## config.mk

```make
export PLATFORM = sky130hd
export DESIGN_NAME = modn_counter
export DESIGN_NICKNAME = d
export VERILOG_FILES = /design/src/rtl/modn_counter.sv
export SDC_FILE = /design/constraint.sdc
export NUM_CORES = 1
export LEC_CHECK = 0
export CAP_MARGIN = 20
export CORE_UTILIZATION = 49
export CTS_CLUSTER_DIAMETER = 120
export DETAILED_ROUTE_END_ITERATION = 10
export PLACE_DENSITY_LB_ADDON = 0.1
export SLEW_MARGIN = 20
export SYNTH_ARGS = -nofsm -noshare
export SYNTH_HDL_FRONTEND = slang
export SYNTH_SLANG_ARGS = --single-unit
```

## constraint.sdc

```tcl
create_clock -name clk -period 4.6 [get_ports clk]
set_input_delay 0.92 -clock clk [delete_from_list [all_inputs] [get_ports clk]]
set_output_delay 0.92 -clock clk [all_outputs]
set_load 0.01 [all_outputs]
```

## src/rtl/modn_counter.sv

```systemverilog
// Modulo-N event/timebase counter: up/down, clear, load, one-shot stop with sticky done,
// registered wrap pulse (rt) for cascading into the next stage's en.
module modn_counter #(
  parameter int MODULUS   = 32,
  parameter int WIDTH     = 5,
  parameter int RESET_VAL = 0
) (
  input  logic             clk,
  input  logic             rst,
  input  logic             en,
  input  logic             dir,
  input  logic             oneshot,
  input  logic             clr,
  input  logic             load,
  input  logic [WIDTH-1:0] load_val,
  output logic [WIDTH-1:0] count,
  output logic             rt,
  output logic             done,
  output logic             load_err
);

  localparam logic [WIDTH-1:0] MAX_VAL = WIDTH'(MODULUS - 1);
  localparam logic [WIDTH-1:0] RST_VAL = WIDTH'(RESET_VAL);
  localparam logic [WIDTH-1:0] ONE     = WIDTH'(1);
  // One extra bit so MODULUS == 2**WIDTH is representable in the load range check.
  localparam logic [WIDTH:0]   MOD_EXT = (WIDTH + 1)'(MODULUS);

  if (MODULUS < 2 || RESET_VAL < 0 || RESET_VAL >= MODULUS ||
      (longint'(1) << WIDTH) < longint'(MODULUS)) begin : g_bad_params
    $error("modn_counter: illegal MODULUS/WIDTH/RESET_VAL combination");
  end

  typedef enum logic {
    ST_COUNT = 1'b0,
    ST_DONE  = 1'b1
  } state_t;

  state_t           state_reg, state_next;
  logic [WIDTH-1:0] count_reg, count_next;
  logic             rt_reg, rt_next;
  logic             done_reg, done_next;
  logic             load_err_reg, load_err_next;
  logic [WIDTH-1:0] term;
  logic [WIDTH-1:0] stepped;

  always_ff @(posedge clk or negedge rst) begin
    if (!rst) begin
      state_reg    <= ST_COUNT;
      count_reg    <= RST_VAL;
      rt_reg       <= 1'b0;
      done_reg     <= 1'b0;
      load_err_reg <= 1'b0;
    end else begin
      state_reg    <= state_next;
      count_reg    <= count_next;
      rt_reg       <= rt_next;
      done_reg     <= done_next;
      load_err_reg <= load_err_next;
    end
  end

  always_comb begin
    state_next    = state_reg;
    count_next    = count_reg;
    rt_next       = 1'b0;
    done_next     = done_reg;
    load_err_next = 1'b0;
    term          = dir ? MAX_VAL : '0;
    stepped       = dir ? (count_reg + ONE) : (count_reg - ONE);

    if (clr) begin
      count_next = '0;
      done_next  = 1'b0;
      state_next = ST_COUNT;
    end else if (load) begin
      done_next  = 1'b0;
      state_next = ST_COUNT;
      if ({1'b0, load_val} < MOD_EXT) begin
        count_next = load_val;
      end else begin
        count_next    = '0;
        load_err_next = 1'b1;
      end
    end else if (en && state_reg == ST_COUNT) begin
      if (oneshot) begin
        // Already at terminal: latch done without stepping; otherwise stop on landing.
        if (count_reg == term) begin
          done_next  = 1'b1;
          state_next = ST_DONE;
        end else begin
          count_next = stepped;
          if (stepped == term) begin
            done_next  = 1'b1;
            state_next = ST_DONE;
          end
        end
      end else if (dir && count_reg == MAX_VAL) begin
        count_next = '0;
        rt_next    = 1'b1;
      end else if (!dir && count_reg == '0) begin
        count_next = MAX_VAL;
        rt_next    = 1'b1;
      end else begin
        count_next = stepped;
      end
    end
  end

  assign count    = count_reg;
  assign rt       = rt_reg;
  assign done     = done_reg;
  assign load_err = load_err_reg;

endmodule

```

==> flow_summary.toml, run 1 <==
[setup_path]
rr_worst_depth = 7
worstSetupStartpointType = "primary input"
endpoint_kind = "flip-flop"
cp-startpoint = "dir"
critPathKind = "primary input to flip-flop"
crit_required_ns = 4.75
r2r-start = "count[0]"
crit_arrival_ns = 3.00
worst-path-max-fanout = 7

[job]
drv_cap = 0

[sta]
layout_worst_path_cycle_share_pct = 62.0
whs_ns = 0.590
max_freq_mhz = 351
final_hold_viol_count = 0
slew_viol_final = 0
setup_tns_ns = 0
fin_crit_ns = 2.85
fin_ws_ns = 1.75
finalSetupViolations = 0
clock_skew_ns = 0.0000980
rsz0062_at_grt = "false"

[layout]
nets = 116
antennaDiodeCount = 0
largest_reg_flops = 5
area_delta_synth_final_pct = 30.3
drive_gt1_share_pct = 15.5

[floorplan]
start_util_pct = 52.3
die_h_microns = 39.3
core_area_sq_um = 1300
die-area_sq_um = 1540
ios = 20
rows = 13
die_w_microns = 39.3

[global_route]
antenna_found_initial = 0
gr-total-overflow = 0
grt.total_usage_pct = 28.0
grt_max_degree = 11
grt_pass1_wl_mm = 2.79
grt_pass1_vias = 587

[hold_path]
hold_start = "done"
hold_depth = 2
hp-class = "flip-flop to flip-flop"

[place]
gp_congestion = 0.936
post-place-ws_ns = 1.50
dpl.hpwl_mm = 1.37
port_buffers = 18

[power_and_ir_drop]
power_density_nw_per_um2 = 252
power.total_w = 0.000224
vdd_drop_max_mv = 0.146
leakage_nw = 0.386

[routing]
route.detailed.drc = 0
vias = 675
wl_per_cell_microns = 15.3
firstDrtPassIters = 5
vias_per_cell = 6.03
drtIter0Drc = 17
routed_wl_mm = 1.72
final_antenna_net_count = 0

[logic_synthesis]
synthTopCellsByCount = "dfrtp_1, nor2_1, o21ai_0"
yosysSeqAreaShare_pct = 25.7
synth_cells = 77
ys_ff_latch = 7
ys_top_cells_by_area = "dfrtp_1, ha_1, o21ai_0, a22oi_1, nor2_1"
syn-cell-area_sq_um = 681
synth_top_area_share_pct = 25.7
yosys_warnings = 0
synth_edf_count = 0
synth_area_leader_cell = "dfrtp_1"
syn_nets = 95
synth_flop_cell = "dfrtp_1"
syn_avg_cell_area_sq_um = 8.84
yosysUniqueCellTypes = 38
synthArstFlopShare_pct = 100

[status]
status = "complete, no violations"

[clocking]
clockBufferDepth = 2
root_buffer = "clkbuf_4"
clkSinkCount = 7
hold_buffers = 0
insertion_delay_ns = 0.27
numCtsBuffers = 3
post-cts-setup-buffers = 0
clkTransAtPathRegs_ns = 0.05
cts_resized = 0
cts_tree = "built"
cts_htree_levels = 1
==> cell families after synthesis <==
logic type      count (synthesis)  synth area share (%)
mux                             2                  3.12
flops                           7                  25.7
simple gates                   26                  22.6
fa+ha+maj                       6                  12.1
other cells                     1                 0.551
xor+xnor                        4                  5.15
buf+inv                         6                  4.96
compound gates                 25                  25.7
==> routing by layer <==
| metal | vias up | share of wire [%] | GRT usage [%] |
|---|---|---|---|
| met1 | 317 | 44 | 37.5 |
| li1 | 331 | - | - |
| met5 | - | 0 | 0 |
| met4 | 0 | 1.5 | 7.76 |
| met3 | 3 | 6.0 | 6.82 |
| met2 | 24 | 48 | 44.2 |
==> metrics by stage <==
stage                     util [%]  cells  area, sq um
after floorplan                  -     77          681
after global placement        66.2    108          861
after detailed placement      66.2    108          861
after CTS                     68.2    112          887
after global routing          68.2    112          887
final                         68.2    112          887
==> cell type report <==
class                      count  area (sq um)
sequential                     7           175
fill                         115           414
inverter                       4          15.0
clock buffer                   4          26.3
tap                           15          18.8
timing repair buffer          18           180
multi-input combinational     64           472
==> critical path, stage by stage <==
cell and delay [ns]:
clkdlybuf4s50_1 0.61, inv_2 0.12, ha_1 0.32, a21o_1 0.18, a21oi_1 0.17, xor2_1 0.23, o21ai_0 0.12, a221o_1 0.33
==> worst paths after layout <==
kind	to	slack [ns]
hold reg to reg	done	0.59
min in group asynchronous	count[2]	0.92
max in group asynchronous	rt	3.44
hold / removal	done	0.59
setup / recovery	count[3]	1.75
setup reg to reg	count[4]	2.39
==> cells in the final DEF (no fill, tap or decap), types with 2 or more instances in the layout <==
cell type        netlist  layout
clkdlybuf4s50_1        0      18
nor2_1                 7       7
dfrtp_1                7       7
o21ai_0                6       6
ha_1                   5       5
a22oi_1                4       4
inv_1                  3       3
or2_2                  3       3
xor2_1                 3       3
a21oi_1                3       3
nand3_1                3       3
clkbuf_4               0       3
nand2b_1               2       2
nor3_1                 2       2
and3_1                 2       2
a21oi_2                2       2
o22ai_1                2       2
==> power breakdown <==
| group | switching (W) | internal (W) |
|---|---|---|
| logic | 0.0000445 | 0.0000440 |
| registers | 0.00000852 | 0.0000663 |
| clock network | 0.0000270 | 0.0000334 |
Note: power is estimated with default switching activity, not from simulation.
==> run 2: changes to the inputs <==
--- a/config.mk
+++ b/config.mk
@@ -6,7 +6,7 @@
 export NUM_CORES = 1
 export LEC_CHECK = 0
 export CAP_MARGIN = 20
-export CORE_UTILIZATION = 49
+export CORE_UTILIZATION = 45
 export CTS_CLUSTER_DIAMETER = 120
 export DETAILED_ROUTE_END_ITERATION = 10
 export PLACE_DENSITY_LB_ADDON = 0.1
==> constraint.sdc (replaced) <==
create_clock -name clk -period 2.9 [get_ports clk]
set_input_delay 0.58 -clock clk [delete_from_list [all_inputs] [get_ports clk]]
set_output_delay 0.58 -clock clk [all_outputs]
set_load 0.01 [all_outputs]
==> run 2 against run 1 <==
Final area grew 0.85%. Via count shrank 2.1%. Clock power grew 50%. Cell count grew 0.89%. Critical path depth is the same. Combinational power grew 59%. Routed wire length shrank 0.17%. Clock skew grew 0.0040 ns. Non-clock buffer count grew 1. Worst hold slack lost 0.019 ns. Global-route usage shrank 3.7 points. Sequential share of layout area shrank 0.17 points.
==> flow_summary.toml, run 2 (synthesis gave the netlist of run 1 again) <==
[status]
status = "complete, no violations"

[setup_path]
crit_path_cell_trace = "clkdlybuf4s50_1, inv_2, ha_1, a21o_1, a21oi_1, xor2_1, o21ai_0, a221o_1"
worstSetupStartpointType = "primary input"
cpMaxStageDelayCell = "clkdlybuf4s50_1"
cp_top_family = "compound AO/OA/AOI/OAI gates"
crit_required_ns = 3.04
crit_cells = 8
r2r-end = "count[4]"
worst-path-max-fanout = 7
critPathKind = "primary input to flip-flop"
rr_worst_depth = 7
max_stage_delay_ns = 0.55
cp_num_buf_inv = 2
cp-startpoint = "dir"
endpoint = "count[3]"
r2r-start = "count[0]"
crit_arrival_ns = 2.61
endpoint_kind = "flip-flop"
r2r_slack_ns = 0.62

[routing]
vias = 661
final_antenna_net_count = 0
wl_per_cell_microns = 15.2
vias_per_cell = 5.85
drtIter0Drc = 25
routed_wl_mm = 1.72
route.detailed.drc = 0
firstDrtPassIters = 4

[clocking]
cts_tree = "built"
clkTransAtPathRegs_ns = 0.05
root_buffer = "clkbuf_4"
cts_resized = 0
clkSinkCount = 7
post-cts-setup-buffers = 0
hold_buffers = 0
cts_htree_levels = 1
numCtsBuffers = 3
insertion_delay_ns = 0.26
clockBufferDepth = 2

[sta]
max_freq_mhz = 405
finalSetupViolations = 0
rsz0062_at_grt = "false"
final_hold_viol_count = 0
setup_tns_ns = 0
fin_crit_ns = 2.47
slew_viol_final = 0
layout_worst_path_cycle_share_pct = 85.0
clock_skew_ns = 0.00413

[global_route]
grt_pass1_vias = 622
grt_max_degree = 11
gr-total-overflow = 0
grt_pass1_wl_mm = 2.68
grt.total_usage_pct = 24.3
antenna_found_initial = 0

[layout]
nFillCells = 122
post-route-cell-area_sq_um = 895
drive_gt1_share_pct = 16.3
most-common-layout-cells = "clkdlybuf4s50_1, nor2_1, dfrtp_1"
nets = 117
area_delta_synth_final_pct = 31.4
antennaDiodeCount = 0
largest_reg_flops = 5
final_common_cell = "clkdlybuf4s50_1"

[place]
dpl.hpwl_mm = 1.36
port_buffers = 18
gp_congestion = 0.812
dpl_cell_area_sq_um = 868

[hold_path]
hp-class = "flip-flop to flip-flop"

[job]
drv_cap = 0

[floorplan]
start_util_pct = 50.4
die-area_sq_um = 1670
rows = 13
ios = 20
core_area_sq_um = 1350
die_h_microns = 40.9
die_w_microns = 40.9

[power_and_ir_drop]
power_density_nw_per_um2 = 392
power.total_w = 0.000351
leakage_nw = 0.391
vdd_drop_max_mv = 0.207
## run 2: cell count changes in the layout (fill, tap and decap cells not counted)
cell | previous run | this run
buf_4 | 0 | 1
## run 2: power by group
| part | leakage, nW | internal (W) | switching (W) |
|---|---|---|---|
| registers | 0.0935 | 0.000105 | 0.0000132 |
| logic | 0.283 | 0.0000705 | 0.0000708 |
| clock network | 0.0150 | 0.0000527 | 0.0000381 |
| total | 0.391 | 0.000228 | 0.000122 |
## run 2: worst min-delay path by stage
stage | from | end | slack, ns | depth (start not counted)
5_1_grt | rst | rt | 0.62 | 1
2_1_floorplan | rst | count[0] | 0.28 | 0
3_5_place_dp | done | done | 0.57 | 2
3_3_place_gp | done | done | 0.54 | 2
4_1_cts | done | done | 0.59 | 2
6_report | done | done | 0.57 | 2
## run 2: final cells by class
type	instances	area, sq um	share of cell area (%)
multi-input cells	64	472	52.7
repair buffers	19	188	21.0
flip-flops and latches	7	175	19.6
clock buffers	4	26.3	2.94
well taps	15	18.8	2.10
inverters	4	15.0	1.68
## run 2: layer usage
metal	global-route usage [%]	wire length, microns	vias to the layer above
li1	-	-	326
met1	29.9	779	316
met2	43.0	843	19
met3	5.43	93	0
met4	4.17	0	0
met5	0	0	-
## run 2: worst register-to-register path, stage by stage (launching register included)
cell and delay, ns:
dfrtp_1 0.51, inv_1 0.18, fa_1 0.46, nand2b_1 0.16
a21oi_1 0.18, xor2_1 0.24, xnor2_1 0.11, a211o_2 0.33
## run 2: through the flow
stage,setup slack (ns),hold WS [ns],util (%),cells
final,0.434,0.571,66.3,113
after global routing,0.315,0.617,66.3,113
after CTS,0.449,0.586,66.3,113
after detailed placement,0.190,0.566,64.3,109
after global placement,0.230,0.535,64.3,109
after floorplan,0.865,0.284,-,77
==> run 3: changes to the inputs <==
--- a/config.mk
+++ b/config.mk
@@ -10,6 +10,7 @@
 export CTS_CLUSTER_DIAMETER = 120
 export DETAILED_ROUTE_END_ITERATION = 10
 export PLACE_DENSITY_LB_ADDON = 0.1
+export SETUP_SLACK_MARGIN = 0.05
 export SLEW_MARGIN = 20
 export SYNTH_ARGS = -nofsm -noshare
 export SYNTH_HDL_FRONTEND = slang
==> results of run 3 <==
The final DEF is identical to that of run 2; final timing and power are the same.
